## src/rtl/reg_bank.sv

```systemverilog
// reg_bank: parameterised register bank with two registered read ports,
// a four-source write port with same-cycle read bypass, and a per-register
// busy scoreboard that raises a combinational stall on operand hazards.
module reg_bank #(
    parameter int unsigned     DW    = 8,
    parameter int unsigned     NREG  = 8,
    parameter logic [DW-1:0]   ENTRY = '0,
    localparam int unsigned    AW    = (NREG > 1) ? $clog2(NREG) : 1
) (
    input  logic          clk,
    input  logic          reset,
    input  logic [AW-1:0] rd_addr_a,
    input  logic [AW-1:0] rd_addr_b,
    input  logic          imm_sel,
    input  logic [DW-1:0] immediate,
    input  logic          wr_en,
    input  logic [AW-1:0] wr_addr,
    input  logic [1:0]    wr_src,
    input  logic [AW-1:0] copy_addr,
    input  logic [DW-1:0] data_in,
    input  logic          busy_set,
    input  logic [AW-1:0] busy_set_addr,
    input  logic          busy_clr,
    input  logic [AW-1:0] busy_clr_addr,
    output logic [DW-1:0] data_out_a,
    output logic [DW-1:0] data_out_b,
    output logic          stall
);

    typedef enum logic [1:0] {
        SRC_DATA  = 2'b00,
        SRC_COPY  = 2'b01,
        SRC_IMM   = 2'b10,
        SRC_ENTRY = 2'b11
    } wr_src_e;

    logic [DW-1:0]   regs [NREG];
    logic [NREG-1:0] busy;
    logic [NREG-1:0] busy_next;

    logic [DW-1:0]   wv;
    logic            wr_hit;
    logic [DW-1:0]   rd_val_a;
    logic [DW-1:0]   rd_val_b;
    logic            busy_a;
    logic            busy_b;
    logic            early_clr_a;
    logic            early_clr_b;

    // An index names a real register only below NREG; the address space may
    // be larger when NREG is not a power of two.
    function automatic logic in_range(input logic [AW-1:0] addr);
        return {1'b0, addr} < (AW+1)'(NREG);
    endfunction

    // Out-of-range reads see zero instead of whatever the index decodes to.
    function automatic logic [DW-1:0] read_reg(input logic [AW-1:0] addr);
        return in_range(addr) ? regs[addr] : '0;
    endfunction

    // Select the write value; a copy uses the source register's pre-edge value.
    always_comb begin
        // NOTE: every always_comb output gets a default first so no path
        // leaves it unassigned, which would otherwise infer a latch.
        wv = data_in;
        case (wr_src_e'(wr_src))
            SRC_DATA:  wv = data_in;
            SRC_COPY:  wv = read_reg(copy_addr);
            SRC_IMM:   wv = immediate;
            SRC_ENTRY: wv = ENTRY;
            default:   wv = data_in;
        endcase
    end

    assign wr_hit = wr_en && in_range(wr_addr);

    // Read muxes: a same-cycle write to the addressed register is forwarded.
    always_comb begin
        rd_val_a = read_reg(rd_addr_a);
        rd_val_b = read_reg(rd_addr_b);
        if (wr_hit && (wr_addr == rd_addr_a)) begin
            rd_val_a = wv;
        end
        if (wr_hit && (wr_addr == rd_addr_b)) begin
            rd_val_b = wv;
        end
    end

    // Scoreboard update: clear first, then set, so a simultaneous set wins.
    always_comb begin
        busy_next = busy;
        if (busy_clr && in_range(busy_clr_addr)) begin
            busy_next[busy_clr_addr] = 1'b0;
        end
        if (busy_set && in_range(busy_set_addr)) begin
            busy_next[busy_set_addr] = 1'b1;
        end
    end

    // Hazard detection: a load returning this cycle no longer blocks its reader.
    always_comb begin
        busy_a      = in_range(rd_addr_a) && busy[rd_addr_a];
        busy_b      = in_range(rd_addr_b) && busy[rd_addr_b];
        early_clr_a = busy_clr && (busy_clr_addr == rd_addr_a);
        early_clr_b = busy_clr && (busy_clr_addr == rd_addr_b);
        stall       = (busy_a && !early_clr_a) ||
                      (!imm_sel && busy_b && !early_clr_b);
    end

    // Register array storage; reset clears every entry.
    always_ff @(posedge clk) begin
        if (reset) begin
            // NOTE: the whole array is reset because software expects every
            // register to read zero after reset; this rules out a RAM macro.
            for (int i = 0; i < NREG; i++) begin
                regs[i] <= '0;
            end
        end else if (wr_hit) begin
            // NOTE: sequential state uses non-blocking assignment so that
            // reads of regs elsewhere in this edge see the pre-edge value.
            regs[wr_addr] <= wv;
        end
    end

    // Busy scoreboard state; reset drops any outstanding loads.
    always_ff @(posedge clk) begin
        if (reset) begin
            busy <= '0;
        end else begin
            busy <= busy_next;
        end
    end

    // Registered read ports; port B returns the immediate when selected.
    always_ff @(posedge clk) begin
        if (reset) begin
            data_out_a <= '0;
            data_out_b <= '0;
        end else begin
            data_out_a <= rd_val_a;
            data_out_b <= imm_sel ? immediate : rd_val_b;
        end
    end

endmodule
```

## config.mk

```make
export PLATFORM = sky130hd
export DESIGN_NAME = reg_bank
export DESIGN_NICKNAME = d
export VERILOG_FILES = /design/src/rtl/reg_bank.sv
export SDC_FILE = /design/constraint.sdc
export NUM_CORES = 1
export LEC_CHECK = 0
export BUFFER_PORTS_ARGS = -buffer_cell sky130_fd_sc_hd__buf_2
export CAP_MARGIN = 20
export CORE_ASPECT_RATIO = 1.25
export CORE_MARGIN = 10
export CORE_UTILIZATION = 64
export CTS_CLUSTER_DIAMETER = 80
export DETAILED_ROUTE_END_ITERATION = 10
export PLACE_DENSITY_LB_ADDON = 0.12
export SETUP_SLACK_MARGIN = 0.2
export SYNTH_ARGS = -nofsm -noshare
export SYNTH_HDL_FRONTEND = slang
export SYNTH_SLANG_ARGS = --single-unit
```

## constraint.sdc

```tcl
create_clock -name clk -period 2.5 [get_ports clk]
set_input_delay 0.125 -clock clk [delete_from_list [all_inputs] [get_ports clk]]
set_output_delay 0.125 -clock clk [all_outputs]
set_load 0.02 [all_outputs]
```

==> impl_metrics.csv, run 1 <==
group,metric,value,unit
route,first_iter_violations,506,
route,wl_met3,1.66,mm
critical_path,cp-end-kind,"register",
timing,final.setup_skew,0.0144,ns
min_path,hold_path_depth,3,
global_route,grt-ovfl-total,0,
critical_path,r2r_setup_slack,0.59,ns
yosys,top_area_cell_type_share_of_the_netlist_area,36.0,%
yosys,ys.flop_type,"edfxtp_1",
route,antenna_left,0,
place,routabilityCongestion,0.921,
floorplanning,boundaryPins,59,
timing,timing.max_slew.rel_slack,58.4,%
floorplanning,placementRows,37,
floorplanning,die_area,12400,um^2
clock_network,clkSlewWorstSetupHoldPaths,0.10,ns
timing,final-max-slew-violation-count,0,
power_and_ir_drop,pwr-share-clk,30.3,%
layout,layout.cells.most_common,"nor2_1",
layout,flow.area_growth_from_synthesis,11.4,%
yosys,synth.yosys.warnings,0,
route,routed-wl-met2,7.44,mm
timing,finalWorstSetupSlack,0.586,ns
yosys,synth.avg_cell_area,12.1,um^2
critical_path,worstReg2RegStart,"regs[6][4]$_SDFFCE_PN0P_",
route,detail_route.wirelength.met1,5.76,mm
route,routed_wl,15.5,mm
global_route,grt_use_total,25.6,%
yosys,dominant_cells_by_area_after_synthesis,"edfxtp_1, mux4_2, dfxtp_1",
critical_path,worst_r2r_path_depth,5,
power_and_ir_drop,cellLeakagePower,2.20,nW
yosys,synthesis.area,5350,um^2
yosys,ys_types,39,
place,dpl_worst_slack,0.435,ns
clock_network,cts_setup_buffers,0,
layout,fin_area,5960,um^2
yosys,post_synth_inst_count,443,
power_and_ir_drop,pwr_density_cell,560,nW/um^2
floorplanning,initial_utilization,65.2,%
power_and_ir_drop,cellInternalPower,2.37,mW
timing,period_needed,1.91,ns
clock_network,tritoncts.num_buffers,9,
yosys,mappedNetlistNets,485,
global_route,grt_first_pass_wirelength,23.5,mm
min_path,min_to,"busy[4]$_SDFF_PP0_",
timing,final_report_hold_violation_count,0,
global_route,first_global_vias,4066,
status,status,"finished clean",
yosys,cell_taking_the_most_area_after_synthesis,"edfxtp_1",
timing,setup-tns-final,0,ns
power_and_ir_drop,share_comb_of_total_power,19.1,%
floorplanning,die_width,102,um
route,drt-wirelength-per-cell,25.6,um
clock_network,cts-resized-gates,0,
power_and_ir_drop,p_sw,0.962,mW
place,place.detailed.hpwl,11.5,mm
critical_path,timing.setup.critical_path_class,"reg -> reg",
yosys,synth-edff-count,64,
layout,nNetsFinal,545,
timing,finalSetupViolations,0,
layout,antennaDiodeCount,0,
power_and_ir_drop,total_power,3.33,mW
yosys,postSynth.asyncResetShare,0,%
critical_path,r2r-end,"data_out_b[4]$_SDFF_PP0_",
yosys,yosys_register_bits,88,
critical_path,worst-endpoint-required,2.78,ns
min_path,hp-class,"in -> reg",
clock_network,cts-root-buf,"clkbuf_8",
timing,finalCritPeriodShare,76.6,%
layout,layout_common_cells,"nor2_1, edfxtp_1, buf_2",
place,placed_area,5760,um^2
critical_path,timing.critical_path.arrival,2.19,ns
timing,achievable-frequency,522,MHz
flow_run,cap_violations,0,
power_and_ir_drop,worst_case_vdd_ir_drop,0.404,mV
clock_network,cts.path.max_buffers,2,
clock_network,clock_sink_count,88,
route,avgViaCountPerCell,7.00,
global_route,grt_max_degree,34,
min_path,hold_path_startpoint,"busy_set_addr[2]",
route,detailroute.via_count,4232,
route,drt_pass1_iterations,5,
layout,final_core_util,72.7,%
yosys,synth-seq-area-share,44.9,%
timing,grt_setup_unrepaired,"false",
clock_network,insertion_delay,0.38,ns
route,route.detailed.drc,0,
route,maxUsedRoutingLayer,"met4",
critical_path,critical_path_fanouts_max,10,
clock_network,htreeDepth,3,
power_and_ir_drop,p_seq_share,50.6,%
power_and_ir_drop,swShare,28.9,%
floorplanning,placeableCoreArea,8190,um^2
floorplanning,dieHeight,122,um
layout,share_of_post_route_cells_with_drive_strength_above_1,29.7,%
clock_network,cts_hold_repair.buffers,0,
critical_path,cp-start-kind,"register",
timing,slew_of_the_pin_with_the_lowest_slew_margin,0.624,ns
clock_network,cts_tree,"yes",
global_route,antenna_found_initial,0,
place,io_buffer_count,58,
[sequential cells by signal, summed over array words and instances (netlist names)]
register,flops
regs,64
busy,8
data_out_a,8
data_out_b,8
[layer usage]
metal  global-route usage [%]  vias up
met3                     6.63       46
met1                     31.3     2087
li1                         -     1807
met4                     13.1        0
met5                        0        -
met2                     41.1      292
[power groups by stage]
stage          combinational, mW  sequential [mW]  clock (mW)
5_1_grt                    0.679             1.69        1.07
3_5_place_dp               0.628             1.72           0
3_3_place_gp               0.617             1.71           0
2_1_floorplan              0.416             1.72           0
4_1_cts                    0.631             1.69        1.01
6_report                   0.637             1.69        1.01
[through the flow]
step / hold slack (ns) / cells
after floorplan: 0.273 / 443
after global placement: 0.434 / 589
after detailed placement: 0.435 / 589
after CTS: 0.0412 / 605
after global routing: 0.0641 / 605
final: 0.0507 / 605
[worst max path at each step]
| stage | startpoint | endpoint | slack [ns] | cells past startpoint |
|---|---|---|---|---|
| 6_report | regs[6][4]$_SDFFCE_PN0P_ | data_out_b[4]$_SDFF_PP0_ | 0.59 | 5 |
| 5_1_grt | regs[6][1]$_SDFFCE_PN0P_ | data_out_b[1]$_SDFF_PP0_ | 0.52 | 5 |
| 4_1_cts | regs[7][4]$_SDFFCE_PN0P_ | data_out_b[4]$_SDFF_PP0_ | 0.60 | 5 |
| 3_5_place_dp | copy_addr[0] | data_out_b[4]$_SDFF_PP0_ | 0.44 | 6 |
| 3_3_place_gp | copy_addr[0] | data_out_b[1]$_SDFF_PP0_ | 0.47 | 6 |
| 2_1_floorplan | regs[7][1]$_SDFFCE_PN0P_ | data_out_b[1]$_SDFF_PP0_ | 0.81 | 5 |
[synthesized netlist by cell type (4+ instances only)]
cell type / count
a22oi_1: 5
edfxtp_1: 64
nand3_1: 8
mux4_2: 39
a21oi_1: 10
buf_2: 13
nor2b_1: 20
clkbuf_1: 12
and2_1: 4
nor2_1: 83
a211oi_1: 18
dfxtp_1: 24
o21ai_0: 7
nand2_1: 17
xnor2_1: 8
mux2i_1: 36
a31oi_4: 8
o31ai_1: 5
a2111oi_0: 5
nand2b_1: 16
[worst max-delay path: stages, from the launching register on]
cell and delay, ns:
edfxtp_1 0.44, mux4_2 0.49, nand2b_4 0.16, a31oi_4 0.39, nor2_1 0.07, o31a_1 0.28
[kinds of logic after synthesis]
group           synth area share (%)
compound gates                  12.0
xor+xnor                        1.80
simple gates                    14.6
mux                             23.2
buf+inv                         3.49
flops                           44.9
[area by class of cell]
cell class	count	area (um^2)
sequential	88	2400
tap	97	121
multi-input combinational	319	2760
fill	585	2240
clock inverter	6	67.6
inverter	3	11.3
timing repair buffer	82	470
clock buffer	10	128
(Power assumes the default switching activity.)
==> run 2, diff against run 1 <==
--- a/config.mk
+++ b/config.mk
@@ -9,7 +9,7 @@
 export CAP_MARGIN = 20
 export CORE_ASPECT_RATIO = 1.25
 export CORE_MARGIN = 10
-export CORE_UTILIZATION = 64
+export CORE_UTILIZATION = 54
 export CTS_CLUSTER_DIAMETER = 80
 export DETAILED_ROUTE_END_ITERATION = 10
 export PLACE_DENSITY_LB_ADDON = 0.12
==> constraint.sdc (replaced) <==
create_clock -name clk -period 1.7 [get_ports clk]
set_input_delay 0.085 -clock clk [delete_from_list [all_inputs] [get_ports clk]]
set_output_delay 0.085 -clock clk [all_outputs]
set_load 0.02 [all_outputs]
==> run 2 against run 1 <==
Effect of this change: the flow now finishes with violations (setup timing); via count grew 8.9%; worst setup slack got worse by 0.77 ns; hold slack worse by 0.025 ns; global-route usage decreased by 1.1 points; critical path depth is the same; wire length grew 16%; total power is 73% higher; clock skew shrank 0.0081 ns; core utilization is 4.0 points higher; fmax grew 1.8%; clock power grew 87%; count of clock-buffer cells in the layout decreased by 1; largest power group unchanged.
==> impl_metrics.csv, run 2 (synthesized netlist as in run 1, its figures left out) <==
group,metric,value,unit
route,wl_met3,1.34,mm
timing,final-max-slew-violation-count,0,
clock_network,cts-root-buf,"clkbuf_16",
timing,final_report_hold_violation_count,0,
route,antenna_left,0,
place,io_buffer_count,58,
timing,slew_of_the_pin_with_the_lowest_slew_margin,0.521,ns
global_route,first_global_vias,4658,
route,drt_pass1_iterations,5,
critical_path,timing.critical_path.arrival,1.98,ns
timing,finalSetupViolations,77,
critical_path,r2r_setup_slack,-0.18,ns
floorplanning,placementRows,40,
floorplanning,dieHeight,131,um
critical_path,cp-end-kind,"register",
clock_network,clkSlewWorstSetupHoldPaths,0.07,ns
route,first_iter_violations,477,
floorplanning,placeableCoreArea,9660,um^2
global_route,grt_use_total,24.5,%
critical_path,critical_path_fanouts_max,9,
status,status,"finished, violations left",
route,detail_route.wirelength.met1,6.64,mm
floorplanning,die_area,14300,um^2
route,route.detailed.drc,0,
clock_network,tritoncts.num_buffers,9,
clock_network,cts_hold_repair.buffers,0,
timing,grt_setup_unrepaired,"true",
route,routed_wl,17.9,mm
power_and_ir_drop,pwr_density_cell,780,nW/um^2
critical_path,crit_path_end,"regs[1][3]$_SDFFCE_PN0P_",
clock_network,cts_tree,"yes",
power_and_ir_drop,cellLeakagePower,2.83,nW
timing,finalWorstSetupSlack,-0.181,ns
global_route,grt_first_pass_wirelength,26.6,mm
layout,max_flop_register,"regs",
clock_network,cts.path.max_buffers,2,
critical_path,timing.setup.critical_path_class,"reg -> reg",
status,violations,"setup timing",
min_path,hp-class,"in -> reg",
clock_network,insertion_delay,0.35,ns
place,routabilityCongestion,0.890,
place,place.detailed.hpwl,12.8,mm
route,routed-wl-met2,8.87,mm
layout,nNetsFinal,637,
route,drt-wirelength-per-cell,24.6,um
power_and_ir_drop,worst_case_vdd_ir_drop,0.480,mV
critical_path,worstReg2RegStart,"regs[3][3]$_SDFFCE_PN0P_",
layout,layout_common_cells,"buf_4, edfxtp_1, buf_2",
global_route,grt-ovfl-total,0,
layout,antennaDiodeCount,0,
global_route,antenna_found_initial,0,
timing,achievable-frequency,532,MHz
critical_path,worst_r2r_path_depth,5,
route,detailroute.via_count,4608,
timing,period_needed,1.88,ns
layout,flow.area_growth_from_synthesis,38.5,%
timing,timing.max_slew.rel_slack,64.4,%
global_route,grt_max_degree,34,
timing,setup-tns-final,-7.80,ns
floorplanning,die_width,109,um
flow_run,cap_violations,0,
timing,finalCritPeriodShare,111,%
floorplanning,boundaryPins,59,
layout,largest_reg_flops,64,
route,maxUsedRoutingLayer,"met4",
route,avgViaCountPerCell,6.35,
critical_path,cp-start-kind,"register",
timing,final.setup_skew,0.00633,ns
clock_network,htreeDepth,3,
critical_path,r2r-end,"regs[1][3]$_SDFFCE_PN0P_",
layout,final_core_util,76.7,%
layout,layout.cells.most_common,"buf_4",
layout,share_of_post_route_cells_with_drive_strength_above_1,50.0,%
critical_path,crit_start,"regs[3][3]$_SDFFCE_PN0P_",
clock_network,clock_sink_count,88,
floorplanning,initial_utilization,55.3,%
critical_path,worst-endpoint-required,1.80,ns
==> run 2: cell types whose count changed in the layout (fill, tap and decap cells not counted), sizes merged <==
cell	previous run	this run
clkinvlp	2	0
clkinv	1	5
clkbuf	10	9
buf	82	174
bufinv	1	0
==> run 2: cell type report <==
type | instances | area, um^2
clock buffer | 9 | 225
clock inverter | 7 | 53.8
fill | 592 | 2250
inverter | 3 | 11.3
multi-input combinational | 319 | 3150
sequential | 88 | 2400
tap | 126 | 158
timing repair buffer | 174 | 1400
==> run 2: through the flow <==
step	setup slack [ns]	cells	power [mW]	hold slack, ns	instance area, um^2
floorplan	0.0136	443	3.16	0.233	5380
global placement	-0.343	689	3.65	0.381	6490
detailed placement	-0.341	689	3.67	0.387	6490
CTS	-0.142	720	5.69	0.0204	7170
global route	-0.197	726	5.94	0.0343	7400
finish	-0.181	726	5.77	0.0258	7400
==> run 2: what timing repair did <==
| action | in CTS | in global routing |
|---|---|---|
| cloned | 2 | 0 |
| setup endpoints to repair | 81 | 81 |
| resized for setup | 61 | 48 |
| buffers inserted | 13 | 6 |
| pin swaps | 17 | 5 |
==> run 2: worst min-delay path by stage <==
stage	start	endpoint	slack, ns	cells after the start
3_3_place_gp	immediate[2]	data_out_b[2]$_SDFF_PP0_	0.38	3
3_5_place_dp	immediate[2]	data_out_b[2]$_SDFF_PP0_	0.39	3
6_report	immediate[5]	data_out_b[5]$_SDFF_PP0_	0.03	3
2_1_floorplan	busy_set_addr[0]	busy[3]$_SDFF_PP0_	0.23	2
5_1_grt	immediate[2]	data_out_b[2]$_SDFF_PP0_	0.03	3
4_1_cts	immediate[2]	data_out_b[2]$_SDFF_PP0_	0.02	3
==> run 2: critical path, cell delays in order, from the launching register on <==
cell and delay (ns):
edfxtp_1 0.42, mux4_2 0.51, or2_4 0.26, a31oi_4 0.19, buf_6 0.18, nor2_1 0.06
==> run 2: routing by layer <==
layer | vias to the layer above | track usage (%)
li1 | 1997 | -
met1 | 2297 | 29.4
met2 | 250 | 38.4
met3 | 64 | 5.19
met4 | 0 | 16.0
met5 | - | 0
==> run 2: power breakdown <==
part,internal (mW),total [mW],switching [mW]
clock,1.00,1.89,0.884
combinational,0.682,1.42,0.733
sequential,2.41,2.47,0.0639
